**config.mk**
```make
export PLATFORM = sky130hd
export DESIGN_NAME = fetch_pc_unit
export DESIGN_NICKNAME = d
export VERILOG_FILES = /design/src/rtl/fetch_pc_unit.sv
export SDC_FILE = /design/constraint.sdc
export NUM_CORES = 1
export LEC_CHECK = 0
export BUFFER_PORTS_ARGS = -buffer_cell sky130_fd_sc_hd__clkbuf_2
export CAP_MARGIN = 40
export CELL_PAD_IN_SITES_DETAIL_PLACEMENT = 0
export CELL_PAD_IN_SITES_GLOBAL_PLACEMENT = 2
export CORE_MARGIN = 4
export CORE_UTILIZATION = 35
export DETAILED_ROUTE_END_ITERATION = 8
export PLACE_DENSITY_LB_ADDON = 0.25
export SLEW_MARGIN = 10
export SYNTH_ARGS = -nofsm -noshare
export SYNTH_HDL_FRONTEND = slang
export SYNTH_SLANG_ARGS = --single-unit
```
**constraint.sdc**
```tcl
create_clock -name CLK -period 5.01 [get_ports CLK]
set_input_delay 0.2505 -clock CLK [delete_from_list [all_inputs] [get_ports CLK]]
set_output_delay 0.2505 -clock CLK [all_outputs]
set_load 0.005 [all_outputs]
```
**src/rtl/fetch_pc_unit.sv**
```systemverilog
// Instruction-fetch front end: owns the PC, issues word fetches over a
// request/grant interface, tags in-order responses with their PC and buffers
// {PC, instruction} pairs in a 2-entry FIFO toward decode. A redirect from
// Stage2 reloads the PC, flushes the FIFO and discards in-flight responses.
module fetch_pc_unit #(
  parameter int unsigned    N        = 32,
  parameter logic [N-1:0]   RESET_PC = '0
) (
  input  logic         CLK,
  input  logic         RST,
  input  logic         REDIRECT_EN,
  input  logic [N-1:0] REDIRECT_TARGET,
  output logic         IMEM_REQ,
  output logic [N-1:0] IMEM_ADDR,
  input  logic         IMEM_GNT,
  input  logic         IMEM_RVALID,
  input  logic [N-1:0] IMEM_RDATA,
  output logic         IF_VALID,
  output logic [N-1:0] IF_PC,
  output logic [N-1:0] IF_INSTR,
  input  logic         IF_READY
);

  logic [N-1:0] pc_q, pc_d;
  logic [1:0]   outstanding_q, outstanding_d;
  logic [1:0]   kill_q, kill_d;
  // Tag queue: slot 0 is the oldest outstanding request.
  logic [N-1:0] tag0_q, tag0_d, tag1_q, tag1_d;
  // Output FIFO: slot 0 is the head presented on IF_*.
  logic [1:0]   fifo_count_q, fifo_count_d;
  logic [N-1:0] fifo_pc0_q, fifo_pc0_d, fifo_pc1_q, fifo_pc1_d;
  logic [N-1:0] fifo_instr0_q, fifo_instr0_d, fifo_instr1_q, fifo_instr1_d;

  logic         pop;
  logic         grant;
  logic         resp;
  logic         keep;
  logic [2:0]   inflight;
  logic [N-1:0] redirect_pc;
  logic [1:0]   tag_left;
  logic [1:0]   fifo_left;

  assign IF_VALID  = (fifo_count_q != 2'd0);
  assign IF_PC     = fifo_pc0_q;
  assign IF_INSTR  = fifo_instr0_q;
  assign IMEM_ADDR = pc_q;

  assign pop      = IF_VALID & IF_READY;
  // Entries already fetched or on their way count against the 2-slot FIFO.
  assign inflight = {1'b0, outstanding_q} + {1'b0, fifo_count_q} - {2'b00, pop};
  assign IMEM_REQ = (inflight < 3'd2) & ~REDIRECT_EN & ~RST;
  assign grant    = IMEM_REQ & IMEM_GNT;
  // Responses with nothing outstanding are stray and ignored.
  assign resp     = IMEM_RVALID & (outstanding_q != 2'd0);
  assign keep     = resp & (kill_q == 2'd0) & ~REDIRECT_EN;

  // Branch targets are word aligned by dropping the low bits, no trap.
  assign redirect_pc = REDIRECT_TARGET & ~(N'(3));

  // Next-state for PC, tag queue, kill accounting and output FIFO.
  always_comb begin
    pc_d          = pc_q;
    outstanding_d = outstanding_q;
    kill_d        = kill_q;
    tag0_d        = tag0_q;
    tag1_d        = tag1_q;
    fifo_count_d  = fifo_count_q;
    fifo_pc0_d    = fifo_pc0_q;
    fifo_pc1_d    = fifo_pc1_q;
    fifo_instr0_d = fifo_instr0_q;
    fifo_instr1_d = fifo_instr1_q;
    tag_left      = outstanding_q - {1'b0, resp};
    fifo_left     = fifo_count_q - {1'b0, pop};

    // Tag queue: pop the oldest on a response, append the issued PC on grant.
    if (resp) begin
      tag0_d = tag1_q;
    end
    if (grant) begin
      if (tag_left == 2'd0) begin
        tag0_d = pc_q;
      end else begin
        tag1_d = pc_q;
      end
    end
    outstanding_d = tag_left + {1'b0, grant};

    // Output FIFO: shift on pop, write the first free slot on a kept response.
    if (pop) begin
      fifo_pc0_d    = fifo_pc1_q;
      fifo_instr0_d = fifo_instr1_q;
    end
    if (keep) begin
      if (fifo_left == 2'd0) begin
        fifo_pc0_d    = tag0_q;
        fifo_instr0_d = IMEM_RDATA;
      end else begin
        fifo_pc1_d    = tag0_q;
        fifo_instr1_d = IMEM_RDATA;
      end
    end
    fifo_count_d = fifo_left + {1'b0, keep};

    if (REDIRECT_EN) begin
      // Every request still outstanding after this cycle belongs to the old path.
      pc_d         = redirect_pc;
      kill_d       = tag_left;
      fifo_count_d = 2'd0;
    end else begin
      if (resp && (kill_q != 2'd0)) begin
        kill_d = kill_q - 2'd1;
      end
      if (grant) begin
        pc_d = pc_q + N'(4);
      end
    end
  end

  // State register with synchronous reset.
  always_ff @(posedge CLK) begin
    if (RST) begin
      pc_q          <= RESET_PC;
      outstanding_q <= 2'd0;
      kill_q        <= 2'd0;
      tag0_q        <= '0;
      tag1_q        <= '0;
      fifo_count_q  <= 2'd0;
      fifo_pc0_q    <= '0;
      fifo_pc1_q    <= '0;
      fifo_instr0_q <= '0;
      fifo_instr1_q <= '0;
    end else begin
      pc_q          <= pc_d;
      outstanding_q <= outstanding_d;
      kill_q        <= kill_d;
      tag0_q        <= tag0_d;
      tag1_q        <= tag1_d;
      fifo_count_q  <= fifo_count_d;
      fifo_pc0_q    <= fifo_pc0_d;
      fifo_pc1_q    <= fifo_pc1_d;
      fifo_instr0_q <= fifo_instr0_d;
      fifo_instr1_q <= fifo_instr1_d;
    end
  end

endmodule

```
==> results of run 1 <==
==> stage by stage <==
step	std cells	power (mW)
2_1_floorplan	1127	2.841
3_3_place_gp	1580	3.189
3_5_place_dp	1585	3.219
4_1_cts	1676	5.161
5_1_grt	1676	5.363
6_report	1676	5.079
==> synth_stat cells, types with 2 or more instances <==
library cell,count
a221oi_1,2
o21ai_0,6
nand2_1,206
nor2_1,122
a21oi_1,105
o211ai_1,3
nor3_2,2
or3_1,2
xor2_1,3
o21ai_2,2
nor3_1,4
a31oi_1,16
o22ai_1,8
clkbuf_1,39
and2_1,13
buf_2,44
nor4_2,3
nand3_4,2
dfxtp_1,226
nand3_1,12
a211oi_1,97
nor4_1,2
nor2b_1,3
and4_1,5
and3_1,10
xnor2_1,17
buf_4,10
ha_1,6
mux2i_1,99
nand4_1,15
inv_1,13
==> state kept, by name, indices dropped and copies added (netlist names), 30 cells and up <==
| signal | flops |
|---|---|
| IMEM_ADDR | 30 |
| tag1_q | 30 |
| tag0_q | 32 |
| fifo_instr1_q | 32 |
| IF_PC | 32 |
| fifo_pc1_q | 32 |
| IF_INSTR | 32 |
==> cells by family (layout without fill, tap and decap cells) <==
family,Yosys count,after routing,share of synthesized area
buf+inv,110,287,0.05276
mux,100,100,0.1028
xor+xnor,21,21,0.01964
other cells,1,2,0.0003847
flops,226,226,0.4642
fa+ha+maj,7,7,0.009756
compound gates,249,249,0.1621
simple gates,412,412,0.1883
==> how the worst max path moves through the flow <==
stage	slack (ps)	endpoint	cells past startpoint
5_1_grt	1040	tag0_q[28]	11
6_report	1370	tag0_q[22]	11
3_3_place_gp	1310	tag0_q[21]	12
3_5_place_dp	1270	tag0_q[22]	12
4_1_cts	1320	tag0_q[22]	11
2_1_floorplan	2540	outstanding_q[0]	12
==> power by group <==
part	leakage [nW]	internal (mW)	switching, mW
Sequential	1.83	1.99	0.176
Combinational	2.99	0.435	0.593
Clock	0.416	1.15	0.741
==> what timing repair did <==
item / 4_1_cts / 5_1_grt
gates resized for setup: 0 / 0
hold endpoints to repair: 76 / 0
hold buffers: 46 / 0
buffers inserted: 0 / 0
==> layout by cell type (no fill, tap or decap), drive strengths merged, types with 3 or more instances in the layout <==
master / count
o22ai: 8
dlygate4sd3: 46
o21ai: 8
a211oi: 97
and3: 10
mux2i: 99
nand3: 15
buf: 19
xor2: 4
and4: 5
nor2: 123
a21oi: 105
a31oi: 16
nand4: 16
o211ai: 3
clkbuf: 202
xnor2: 17
inv: 14
nor3: 6
ha: 6
clkinv: 4
nand2: 208
and2: 13
dfxtp: 226
nor2b: 3
nor4: 5
==> critical path, delay by kind of cell, from the launching register on <==
family / cells / cell delay (ps)
buf+inv: 2 / 770
simple gates: 7 / 1800
compound gates: 1 / 60
fa+ha+maj: 1 / 510
flops: 1 / 330
==> metal layers <==
| layer | routed length (microns) | track usage |
|---|---|---|
| met1 | 14070 | 0.2601 |
| met2 | 11700 | 0.2646 |
| met3 | 1143 | 0.02575 |
| met4 | 404 | 0.03175 |
| met5 | 0 | 0 |
==> layout make-up <==
cell class                 count  area (sq um)  share of cell area
clock buffer                  40         763.2             0.06283
clock inverter                 5         90.09            0.007416
inverter                      15         56.30            0.004635
multi-input combinational    791          4758              0.3917
sequential                   226          4524              0.3724
tap                          372         465.4             0.03831
timing repair buffer         227          1490              0.1227
==> metrics.txt, run 1 <==
number of synthesized register bits=226; Routed WL=roughly 27000 microns; unrepaired setup endpoints after global routing=false; TritonCTS Sinks=226; worst vdd ir=200.6 uV; Synth Area per Inst=~8.7 sq um; worst-margin pin slew=812.0 ps; Crit Path Class=reg2reg; cts bufs inserted=26; Die Y=174.9 microns; crit path time final=3636 ps; cell depth of the worst hold path=3; first-pass GRT wire length=about 44000 microns; post-synth design cell area=between 9000 and 10000 sq um; dpl hpwl=17330 microns; overall die width=between 150 and 200 microns; P&R area growth vs syn=24.63%; Startpoint Class=flip-flop; synth unique cells=60; routability cong.=0.7664; Yosys top cell area share=0.4642; CTS Buffer Depth=3; vias=8393; CTS H-Tree Depth=1; Final Hold Vio Count=0; Min-Delay Endpoint=IMEM_ADDR[15]; PwrDens=between 400 and 500 nW/um^2; Setup crit start=fifo_count_q[0]; hold path start=REDIRECT_TARGET[15]; Core Area=27180 sq um; setup total negative slack=0 ps; area of the die=a little over 30000 sq um; fin nets=1364; Hold Crit Class=in2reg; CTS root buf=clkbuf_16; initial core utilization=0.3587; FMAX=between 0.2 and 0.3 GHz; Slowest-stage cell, CP=fa_1; global-route usage over all layers=0.1726; CTS tree=done; max cap viols=0; top post-synthesis cells by area=dfxtp_1 (46%), mux2i_1 (10%), nand2_1 (7.9%), a211oi_1 (7.5%), a21oi_1 (5.4%); GR Overflow Total=0; worst skew pair latency=around 520 ps; clk slew on worst S/H paths=60 ps; Core Util, Final=0.4470; initial antenna violation count=0; share of cells above drive strength 1=0.1848; Post-synth EDFFs=0; Rel. slew slack=0.4587; CP endpoint kind=flip-flop; # diodes=0; Worst Path Max Fanout=42; Post-synth ARST share=0; PnR worst setup slack=1374 ps; Setup Viol. Count Final=0; critical path required time=5380 ps; CP Cell Sequence=nor2b_1, or2_2, nand2_1, fa_1, and4bb_1, nand2_4, inv_2, nand3_4, buf_4, nor2_1, a211oi_1; largest net degree at the start of global routing=75; worst hold slack=49.60 ps; Detailed Routing Iterations Pass 1=5; Vias per Instance=5.008; DP Area=between 10000 and 15000 sq um; FP Rows=60; Filler cells=2756; Ports=approximately 170; Final Cell Area=12150 sq um; pre-CTS WS=1267 ps; R2R cell count=11; Ys Warns=0; RR Startpoint=fifo_count_q[0]; Final Skew=15.93 ps; antenna viol nets, final=0; WP data arrival=approximately 4000 ps; reg2reg setup slack=1370 ps; top cell type by total area after synthesis=dfxtp_1; vias in the first global route=7871; Final Cycle Share=0.7257; DRC violations left=0; RR Endpoint=tag0_q[22]; leakage power=5.237 nW; status=completed; Iteration-0 DRC Markers=494; Cells after Synth=1126; DR WL/cell=16.30 microns; I/O Buffers=163; pins over their slew limit=0; slowest stage delay, CP=510 ps; Seq/Total Area, Yosys=0.4642; Primary FF master, synth=dfxtp_1
(Power assumes the default switching activity.)
==> inputs of run 2 (changes only) <==
Settings changed: CORE_UTILIZATION 35 to 30.
Clock period 5.01 ns to 3.13 ns, I/O delays scaled along.
==> metrics.txt, run 2 (synthesis results as in run 1) <==
RR Endpoint=IMEM_ADDR[7]; clk slew on worst S/H paths=60 ps (about the same); filler-free cell count of the finished design=1766 (+5.4%); setup total negative slack=0 ps (unchanged); first-pass GRT wire length=46110 microns (+4.4%); global-route usage over all layers=0.1561 (-0.01657); CTS root buf=clkbuf_16; unrepaired setup endpoints after global routing=false; PnR worst setup slack=131.5 ps (-1243 ps); vias=8511 (+1.4%); Die Y=188.3 microns (+7.6%); antenna viol nets, final=0 (unchanged); Routed WL=28550 microns (+4.5%); Vias per Instance=4.819 (-3.8%); most common cell after layout, fill and taps aside=dfxtp_1; worst vdd ir=373.2 uV (+86%); worst setup path end=IMEM_ADDR[7]; PwrDens=671.7 nW/um^2 (+61%); TritonCTS Sinks=226 (unchanged); I/O Buffers=163 (unchanged); R2R cell count=10 (-1); P&R area growth vs syn=27.79%; Final Hold Vio Count=0 (unchanged); worst-margin pin slew=802.0 ps (-10.06 ps); largest net degree at the start of global routing=75 (unchanged); Detailed Routing Iterations Pass 1=4 (-1); Final Cycle Share=0.9580 (+0.2323); DP Area=10980 sq um (+1.4%); CP endpoint kind=flip-flop; leakage power=5.369 nW (+2.5%); vias in the first global route=8153 (+3.6%); crit path time final=2998 ps (-637.3 ps); critical path required time=3540 ps (-1840 ps); overall die width=188.3 microns (+7.6%); share of cells above drive strength 1=0.1946 (+0.009775); Crit Path Class=reg2reg; status=completed; Ports=168 (unchanged); Setup Viol. Count Final=0 (unchanged); cts bufs inserted=27 (+3.8%); commonest non-fill, non-tap cells in the layout=dfxtp_1 (225), nand2_1 (205), clkbuf_2 (162), nor2_1 (122), a21oi_1 (104); Core Area=31800 sq um (+17%); pre-CTS WS=391.2 ps (-876.3 ps); Startpoint Class=flip-flop; reg2reg setup slack=130 ps (-1240 ps); dpl hpwl=18580 microns (+7.2%); FMAX=0.3335 GHz (+21%); overall power=8.366 mW (+65%); CTS tree=done; routability cong.=0.7294 (-4.8%); initial antenna violation count=0 (unchanged); GR Overflow Total=0 (unchanged); fin nets=1390 (+1.9%); Worst Path Max Fanout=6 (-86%); Hold Crit Class=in2reg; Setup crit start=outstanding_q[1]; initial core utilization=0.3065 (-0.05214); CTS Buffer Depth=3 (unchanged); Iteration-0 DRC Markers=460 (-6.9%); DR WL/cell=16.16 microns (-0.84%); Placed Cells incl. Taps=1660 (+4.7%); DRC violations left=0 (unchanged); worst skew pair latency=530 ps (about the same); area of the die=35440 sq um (+16%); # diodes=0 (unchanged); Rel. slew slack=0.4654 (+0.006709); Final Skew=17.64 ps (+1.704 ps); Filler cells=3304 (+20%); Final Cell Area=12460 sq um (+2.5%); FP Rows=65 (+8.3%); max cap viols=0 (unchanged); RR Startpoint=outstanding_q[1]; pins over their slew limit=0 (unchanged); WP data arrival=3410 ps (-590 ps); CTS H-Tree Depth=1 (unchanged)
==> run 2: changes by cell type in the layout (fill, tap and decap cells not counted), sizes merged <==
cell,previous run,this run
inv,14,16
buf,19,32
clkinv,4,7
bufinv,2,4
dlygate4sd3,46,58
clkbuf,202,197
==> run 2: worst min path at each step <==
stage	startpoint	endpoint	slack [ps]	depth (start not counted)
6_report	REDIRECT_TARGET[22]	IMEM_ADDR[22]	30	4
3_3_place_gp	REDIRECT_TARGET[6]	IMEM_ADDR[6]	390	3
3_5_place_dp	REDIRECT_TARGET[6]	IMEM_ADDR[6]	400	3
4_1_cts	REDIRECT_TARGET[20]	IMEM_ADDR[20]	2	4
2_1_floorplan	IMEM_RDATA[0]	fifo_instr1_q[0]	290	2
5_1_grt	REDIRECT_TARGET[20]	IMEM_ADDR[20]	40	4
==> run 2: metal layers <==
layer  up-vias  track usage  wire [microns]
li1       4311            -               -
met1      3970       0.2242           13760
met2       199       0.2514           13010
met3        31      0.02501            1425
met4         0      0.02739             348
met5         -            0               0
==> run 2: per-stage QoR <==
| step | util | hold slack (ps) |
|---|---|---|
| 2_1_floorplan | - | 292.5 |
| 3_3_place_gp | 0.3442 | 392.2 |
| 3_5_place_dp | 0.3453 | 399.3 |
| 4_1_cts | 0.3913 | 2.338 |
| 5_1_grt | 0.3917 | 39.49 |
| 6_report | 0.3917 | 29.09 |
==> run 2: where the power goes <==
group          internal, mW  leakage [nW]  switching (mW)
Combinational         0.778          3.10           0.975
Sequential             3.18          1.83           0.266
Clock                  1.93         0.437            1.23
Total                  5.90          5.37            2.47
==> run 2: worst max-delay path, cell delays in order, from the launching register on <==
cell	delay [ps]
dfxtp_1	410
inv_1	70
ha_1	310
fa_1	520
and4bb_1	280
buf_4	180
nand4_1	180
xnor2_1	180
mux2i_1	140
nor2_1	50
dlygate4sd3_1	560
==> run 2: repair_timing <==
action	4_1_cts	5_1_grt
endpoints found under the hold margin	102	0
buffers inserted	0	1
gates resized for setup	0	2
endpoints found under the setup margin	0	1
hold buffers	58	0
==> run 2: final cells by class <==
class,instances,area [sq um],share of cell area
sequential,226,4526,0.3633
multi-input combinational,791,4753,0.3816
clock buffer,35,715.7,0.05746
timing repair buffer,252,1693,0.1359
clock inverter,12,167.7,0.01346
tap,435,544.3,0.04370
inverter,15,56.30,0.004520
==> inputs of run 3 (changes only) <==
==> constraint.sdc (replaced) <==
create_clock -name CLK -period 3.13 [get_ports CLK]
set_input_delay 0.4695 -clock CLK [delete_from_list [all_inputs] [get_ports CLK]]
set_output_delay 0.4695 -clock CLK [all_outputs]
set_load 0.005 [all_outputs]
==> metrics.txt, run 3 (synthesis results as in run 1) <==
worst skew pair latency=520 ps (about the same); Ports=168 (unchanged); vias=8181 (-3.9%); Vias per Instance=4.804 (-0.32%); FMAX=0.3424 GHz (+2.7%); CP endpoint kind=primary output; global-route usage over all layers=0.1564 (+0.0003402); Setup crit start=outstanding_q[1]; dpl hpwl=18370 microns (-1.1%); area of the die=35440 sq um (unchanged); max cap viols=0 (unchanged); Rel. slew slack=0.4953 (+0.02999); routability cong.=0.7428 (+1.8%); CTS tree=done; RR Startpoint=outstanding_q[1]; largest net degree at the start of global routing=151 (+100%); worst-margin pin slew=757.0 ps (-44.98 ps); unrepaired setup endpoints after global routing=false; Die Y=188.3 microns (unchanged); P&R area growth vs syn=21.23%; FP Rows=65 (unchanged); Slowest-stage cell, CP=fa_1; DP Area=10980 sq um (about the same); initial core utilization=0.3065 (unchanged); status=completed; Setup Viol. Count Final=0 (unchanged); RR Endpoint=tag1_q[5]; Detailed Routing Iterations Pass 1=4 (unchanged); PwrDens=687.1 nW/um^2 (+2.3%); filler-free cell count of the finished design=1703 (-3.6%); TritonCTS Sinks=226 (unchanged); reg2reg setup slack=320 ps (+190 ps); worst hold slack=179.9 ps (+150.8 ps); pins over their slew limit=0 (unchanged); worst setup path end=IMEM_REQ; crit path time final=2921 ps (-77.90 ps); Routed WL=28290 microns (-0.91%); Final Hold Vio Count=0 (unchanged); # diodes=0 (unchanged); I/O Buffers=163 (unchanged); CTS root buf=clkbuf_16; cts bufs inserted=27 (unchanged); commonest non-fill, non-tap cells in the layout=dfxtp_1 (225), nand2_1 (205), clkbuf_2 (162), nor2_1 (122), a21oi_1 (104); fin nets=1328 (-4.5%); critical path required time=2660 ps (-880 ps); Final Cycle Share=0.9331 (-0.02489); register area=4526 sq um (unchanged); clk slew on worst S/H paths=60 ps (about the same); overall power=8.119 mW (-3.0%); Core Util, Final=0.3716 (-0.02011); multi-input combinational cell area=4751 sq um (about the same); CTS H-Tree Depth=1 (unchanged); overall die width=188.3 microns (unchanged); first-pass GRT wire length=45970 microns (-0.28%); antenna viol nets, final=0 (unchanged); Crit Path Class=reg2out; Worst Path Max Fanout=7 (+1); setup total negative slack=0 ps (unchanged); pre-CTS WS=104.9 ps (-286.3 ps); Core Area=31800 sq um (unchanged); share of cells above drive strength 1=0.1995 (+0.004936); R2R cell count=9 (-1); worst vdd ir=375.8 uV (+0.69%); Final Cell Area=11820 sq um (-5.1%); Hold Crit Class=in2reg; Crit path max-delay family=adder cells; Filler cells=3333 (+0.88%); slowest stage delay, CP=430 ps (-130 ps); CP Cell Sequence=inv_1, ha_1, fa_1, xor2_2, buf_4, and3_1, clkbuf_2; CTS Buffer Depth=3 (unchanged); Placed Cells incl. Taps=1657 (-0.18%); most common cell after layout, fill and taps aside=dfxtp_1; Startpoint Class=flip-flop; DR WL/cell=16.61 microns (+2.8%); PnR worst setup slack=209.4 ps (+77.91 ps); WP buf/inv=3 (unchanged); Final Skew=10.88 ps (-6.760 ps); WP data arrival=2450 ps (-960 ps); vias in the first global route=8085 (-0.83%); stages on the worst setup path=7 (-3); GR Overflow Total=0 (unchanged); leakage power=5.094 nW (-5.1%); DRC violations left=0 (unchanged); initial antenna violation count=0 (unchanged); Iteration-0 DRC Markers=439 (-4.6%)
[run 3: worst min path at each step]
stage                           startpoint                end  slack (ps)  cells past startpoint
after global placement      fifo_pc1_q[23]     fifo_pc1_q[23]         440                      2
after global routing        IMEM_RDATA[14]  fifo_instr1_q[14]         180                      3
after detailed placement         tag1_q[3]          tag1_q[3]         450                      2
final                       IMEM_RDATA[10]  fifo_instr1_q[10]         180                      3
after floorplan           fifo_instr1_q[0]   fifo_instr1_q[0]         440                      2
after CTS                   IMEM_RDATA[11]  fifo_instr1_q[11]         150                      3
[run 3: cell type report]
type | instances | share of cell area
Tap cell | 435 | 0.04606
Multi-Input combinational cell | 791 | 0.4021
Inverter | 15 | 0.004765
Clock buffer | 40 | 0.06639
Clock inverter | 6 | 0.004659
Sequential cell | 226 | 0.3830
Timing Repair Buffer | 190 | 0.09307
[run 3: power breakdown]
| part | switching, mW | internal [mW] | total [mW] |
|---|---|---|---|
| registers | 0.265 | 3.18 | 3.45 |
| clock network | 1.19 | 1.79 | 2.99 |
| logic | 0.970 | 0.711 | 1.68 |
| total | 2.43 | 5.69 | 8.12 |
[run 3: routing by layer]
metal / track usage / routed length [microns] / vias to the layer above / share of wire
met3: 0.02519 / 1230 / 33 / 0.043
met1: 0.2248 / 14020 / 3818 / 0.50
met5: 0 / 0 / - / 0
met2: 0.2517 / 12660 / 157 / 0.45
met4: 0.02739 / 378 / 0 / 0.013
li1: - / - / 4173 / -
[run 3: tightest hold or removal path: cells and delay by family]
kind | cells | cell delay, ps
compound gates | 1 | 50
buf+inv | 1 | 90
simple gates | 1 | 50
[run 3: timing repair]
action	in CTS	in global routing
gates resized for setup	0	1
setup endpoints to repair	0	1
buffers inserted	0	0
hold buffers	0	0
